## config.mk

```make
export PLATFORM = sky130hd
export DESIGN_NAME = fifo_wr_arb
export DESIGN_NICKNAME = d
export VERILOG_FILES = /design/src/rtl/fifo_arb_pkg.sv /design/src/rtl/fifo_wr_arb_rr_pick.sv /design/src/rtl/fifo_wr_arb.sv
export SDC_FILE = /design/constraint.sdc
export NUM_CORES = 1
export LEC_CHECK = 0
export BUFFER_PORTS_ARGS = -buffer_cell sky130_fd_sc_hd__buf_2
export CAP_MARGIN = 20
export CORE_ASPECT_RATIO = 0.5
export CORE_MARGIN = 3
export CORE_UTILIZATION = 36
export DETAILED_ROUTE_END_ITERATION = 6
export PLACE_DENSITY_LB_ADDON = 0.3
export SYNTH_ARGS = -nofsm -noshare
export SYNTH_HDL_FRONTEND = slang
export SYNTH_SLANG_ARGS = --single-unit
```

## constraint.sdc

```tcl
create_clock -name clk -period 2.14 [get_ports clk]
set_clock_uncertainty 0.1 [all_clocks]
set_input_delay 0.428 -clock clk [delete_from_list [all_inputs] [get_ports clk]]
set_output_delay 0.428 -clock clk [all_outputs]
set_load 0.02 [all_outputs]
```

## src/rtl/fifo_arb_pkg.sv

```systemverilog
// Shared types and helpers for the FIFO write arbiter and the round-robin picker it uses.
package fifo_arb_pkg;

    typedef enum logic {IDLE, GRANT} arb_state_e;

    localparam int STAT_W = 16;

    // One-hot of idx within an n-bit field; callers truncate to their own width.
    function automatic logic [31:0] onehot(input int unsigned idx, input int unsigned n);
        logic [31:0] v;
        v = '0;
        if (idx < n && idx < 32) begin
            v = 32'd1 << idx;
        end
        return v;
    endfunction

endpackage

```

## src/rtl/fifo_wr_arb_rr_pick.sv

```systemverilog
// Combinational round-robin picker: first set bit of req at or after ptr, wrapping.
module rr_pick #(
    parameter int NREQ = 4,
    parameter int PW   = (NREQ > 1) ? $clog2(NREQ) : 1
) (
    input  logic [NREQ-1:0] req,
    input  logic [PW-1:0]   ptr,
    output logic            found,
    output logic [PW-1:0]   idx
);

    int cand;

    always_comb begin
        found = 1'b0;
        idx   = '0;
        cand  = 0;
        for (int i = 0; i < NREQ; i++) begin
            cand = int'(ptr) + i;
            if (cand >= NREQ) begin
                cand = cand - NREQ;
            end
            if (!found && req[cand]) begin
                found = 1'b1;
                idx   = PW'(cand);
            end
        end
    end

endmodule

```

## src/rtl/fifo_wr_arb.sv

```systemverilog
// Round-robin write arbiter sharing one FIFO write port among NREQ burst producers.
// Optional per-requester beat counters are enabled with FIFO_WR_ARB_STATS_EN.
module fifo_wr_arb
    import fifo_arb_pkg::*;
#(
    parameter int NREQ      = 4,
    parameter int WIDTH     = 16,
    parameter int BURST_MAX = 8
) (
    input  logic                  clk,
    input  logic                  rst,
    input  logic [NREQ-1:0]       req,
    input  logic [NREQ*WIDTH-1:0] req_data,
    input  logic [NREQ-1:0]       req_last,
    output logic [NREQ-1:0]       ack,
    output logic [NREQ-1:0]       gnt,
    output logic                  busy,
    input  logic                  fifo_full,
    output logic                  fifo_w_en,
    output logic [WIDTH-1:0]      fifo_data_in
`ifdef FIFO_WR_ARB_STATS_EN
    ,
    input  logic                  stats_clr,
    output logic [NREQ*STAT_W-1:0] beat_total
`endif
);

    localparam int PW = (NREQ > 1) ? $clog2(NREQ) : 1;
    localparam int CW = $clog2(BURST_MAX + 1);

    arb_state_e      state_q, state_d;
    logic [NREQ-1:0] gnt_q, gnt_d;
    logic            busy_q, busy_d;
    logic [PW-1:0]   owner_q, owner_d;
    logic [PW-1:0]   rr_ptr_q, rr_ptr_d;
    logic [CW-1:0]   beat_cnt_q, beat_cnt_d;

    logic            pick_found;
    logic [PW-1:0]   pick_idx;
    logic            owner_req;
    logic            beat;
    logic            last_beat;
    logic            release_grant;

    rr_pick #(
        .NREQ (NREQ),
        .PW   (PW)
    ) u_pick (
        .req   (req),
        .ptr   (rr_ptr_q),
        .found (pick_found),
        .idx   (pick_idx)
    );

    assign owner_req     = req[owner_q];
    assign beat          = (state_q == GRANT) && owner_req && !fifo_full;
    assign last_beat     = beat && (req_last[owner_q] || (beat_cnt_q == CW'(BURST_MAX - 1)));
    // A dropped request abandons the burst even during a stall; fullness alone never releases.
    assign release_grant = (state_q == GRANT) && (!owner_req || last_beat);

    always_comb begin
        ack = '0;
        if (beat) begin
            ack[owner_q] = 1'b1;
        end
    end

    assign fifo_w_en    = beat;
    assign fifo_data_in = (state_q == GRANT) ? req_data[int'(owner_q)*WIDTH +: WIDTH] : '0;
    assign gnt          = gnt_q;
    assign busy         = busy_q;

    always_comb begin
        state_d    = state_q;
        gnt_d      = gnt_q;
        busy_d     = busy_q;
        owner_d    = owner_q;
        rr_ptr_d   = rr_ptr_q;
        beat_cnt_d = beat_cnt_q;
        case (state_q)
            IDLE: begin
                if (pick_found) begin
                    state_d    = GRANT;
                    owner_d    = pick_idx;
                    gnt_d      = NREQ'(onehot(int'(pick_idx), NREQ));
                    busy_d     = 1'b1;
                    beat_cnt_d = '0;
                end
            end
            GRANT: begin
                if (release_grant) begin
                    state_d  = IDLE;
                    gnt_d    = '0;
                    busy_d   = 1'b0;
                    rr_ptr_d = (owner_q == PW'(NREQ - 1)) ? '0 : owner_q + 1'b1;
                end else if (beat) begin
                    beat_cnt_d = beat_cnt_q + 1'b1;
                end
            end
            default: state_d = IDLE;
        endcase
    end

    always_ff @(posedge clk or posedge rst) begin
        if (rst) begin
            state_q    <= IDLE;
            gnt_q      <= '0;
            busy_q     <= 1'b0;
            owner_q    <= '0;
            rr_ptr_q   <= '0;
            beat_cnt_q <= '0;
        end else begin
            state_q    <= state_d;
            gnt_q      <= gnt_d;
            busy_q     <= busy_d;
            owner_q    <= owner_d;
            rr_ptr_q   <= rr_ptr_d;
            beat_cnt_q <= beat_cnt_d;
        end
    end

`ifdef FIFO_WR_ARB_STATS_EN
    // Saturating accepted-beat counters; a clear beats a same-cycle increment.
    for (genvar gi = 0; gi < NREQ; gi++) begin : g_stat
        logic [STAT_W-1:0] stat_q, stat_d;

        always_comb begin
            stat_d = stat_q;
            if (stats_clr) begin
                stat_d = '0;
            end else if (ack[gi] && (stat_q != '1)) begin
                stat_d = stat_q + 1'b1;
            end
        end

        always_ff @(posedge clk or posedge rst) begin
            if (rst) begin
                stat_q <= '0;
            end else begin
                stat_q <= stat_d;
            end
        end

        assign beat_total[gi*STAT_W +: STAT_W] = stat_q;
    end
`endif

endmodule

```

==> out/results.tsv <==
metric	value	unit
io_pins	101	
area_growth	64.2	%
synth_top_area_share	0.304	
end_kind	output pin	
status	finished with violations	
rsz0062_at_grt	yes	
startpoint_type	flop	
worst_skew_pair.late_latency	250	ps
p_leak	1.09	nW
yosys_warnings	0	
synth_area_leader_cell	mux4_2	
vias	1449	
drt_iter0_drc	48	
worstPathMaxFanout	6	
dpl_cell_area	1940	um2
cts_hold_buf	0	
fp.dieArea	4520	um2
gp_congestion	0.760	
timing_hold_violations_final	0	
clkTransAtPathRegs	60	ps
wirelength	4.18	mm
stdcell_count	283	
grt_overflow_total	0	
crit_arrival	1680	ps
min_period	2210	ps
grt.total_usage	0.178	
async_reset_ff_frac	1.00	
numPortBuffers	100	
grt_antenna_before_repair	0	
die_w	92.1	um
syn-cell-area	1330	um2
seq_area_frac_synth	0.263	
p_per_area	1300	nW/um2
synth_cells	125	
drc	0	
synth.area.top_cells	mux4_2 30%, dfrtp_1 26%, and2_1 7.5%	
dpl.hpwl	3.37	mm
cts_max_level	1	
ir_drop	0.772	mV
crit_type	flop to output pin	
slew_headroom	0.639	
hold_path_class	input port to asynchronous set/reset pin	
grt_pass1_vias	1354	
yosysMostFrequentCell	mux4_2	
cts_tree	built	
grt_pass1_wl	6.48	mm
drv_slew	0	
violations	negative setup slack	
drt-wirelength-per-cell	14.8	um
synth_flop_cell	dfrtp_1	
cts_made_buffers	3	
die_h	49.0	um
firstDrtPassIters	4	
ctsRootBufferMaster	clkbuf_8	
dp_slack	34.9	ps
synth_seq_cells	14	
synthTopCellsByCount	18 x mux4_2, 16 x and2_1, 14 x dfrtp_1	
required	1610	ps
core	3260	um2
fin_nets	316	
cts_buffer_depth	2	
avgSynthCellArea	10.7	um2
dp.cells	273	
worst_slew_pin_slew	536	ps
synth_edf_count	0	
ant_nets	0	
drive_gt1_frac	0.664	
grt_max_degree	19	
synth_fp_nets	205	
cap_violations	0	
fillers	268	
rrSetupSlack	30	ps
cts_sinks	14	
worst_slack	-65.3	ps
start_util	0.409	
rows	14	
max_freq	453	MHz
finalInstanceArea	2190	um2
vias_per_cell	5.12	
synth_cell_types	37	
setup_viol	21	
fin_crit_sh	1.03	
n_antenna_cell	0	
-- metal layers --
layer / wire length [um] / GRT usage
met5: 0 / 0
met4: 19 / 0.0271
met3: 326 / 0.0401
met2: 2150 / 0.330
met1: 1680 / 0.215
-- per-stage QoR --
| step | setup TNS [ps] | hold WS (ps) | power (mW) | utilization |
|---|---|---|---|---|
| 6_report | -810 | 110 | 2.85 | 0.672 |
| 5_1_grt | -1940 | 163 | 3.05 | 0.672 |
| 4_1_cts | -1730 | 134 | 2.80 | 0.655 |
| 3_5_place_dp | 0 | 396 | 2.26 | 0.594 |
| 3_3_place_gp | 0 | 382 | 2.22 | 0.594 |
| 2_1_floorplan | 0 | 217 | 1.71 | - |
-- critical path, cell delays in order, from the launching register on --
cell     delay, ps
dfrtp_2        410
buf_12         130
mux4_2         570
and3_1         190
buf_6          130
-- path summary, 6_finish.rpt --
check,start,to,cells after the start
worst max-delay path,owner_q[0]$_DFFE_PP0P_,ack[1],4
worst min-delay path,rst,busy$_DFFE_PP0P_,2
worst max register to register,owner_q[0]$_DFFE_PP0P_,beat_cnt_q[3]$_DFFE_PP0P_,5
worst min register to register,busy$_DFFE_PP0P_,busy$_DFFE_PP0P_,2
max in group asynchronous,rst,owner_q[0]$_DFFE_PP0P_,2
min in group clk,busy$_DFFE_PP0P_,busy$_DFFE_PP0P_,2
-- cells in the final DEF, fill, tap and decap left out, drive strengths merged, types with 5 or more instances in the layout --
cell	n
and2	16
and3	5
buf	115
dfrtp	14
ha	5
inv	8
mux4	18
nand2	8
-- report_power, final --
part / switching [mW] / internal (mW)
registers: 0.104 / 0.370
clock network: 0.0984 / 0.163
logic: 1.01 / 1.10
total: 1.21 / 1.64
-- layout make-up --
| class | instances | area (um2) | area share |
|---|---|---|---|
| clock buffers | 4 | 55.1 | 0.0251 |
| well taps | 48 | 60.1 | 0.0274 |
| multi-input cells | 94 | 978 | 0.447 |
| flip-flops and latches | 14 | 352 | 0.161 |
| repair buffers | 115 | 714 | 0.326 |
| inverters | 8 | 30.0 | 0.0137 |
-- flip-flops by register name, indices dropped and copies added (netlist names) --
signal,count
owner_q,2
busy,1
beat_cnt_q,4
state_q,1
gnt,4
rr_ptr_q,2
-- cell families after synthesis --
family / after synthesis / synth area share
AO/OA/AOI/OAI: 25 / 0.129
adder cells (fa/ha/maj): 5 / 0.0469
buffers and inverters: 17 / 0.0516
flip-flops: 14 / 0.263
multiplexers: 21 / 0.328
AND/OR/NAND/NOR: 43 / 0.182
-- timing repair --
action	4_1_cts	5_1_grt
pin swaps	7	1
resized for setup	32	10
buffers inserted	5	1
setup endpoints to repair	21	25
cloned	0	0
Note: power is estimated with default switching activity, not from simulation.
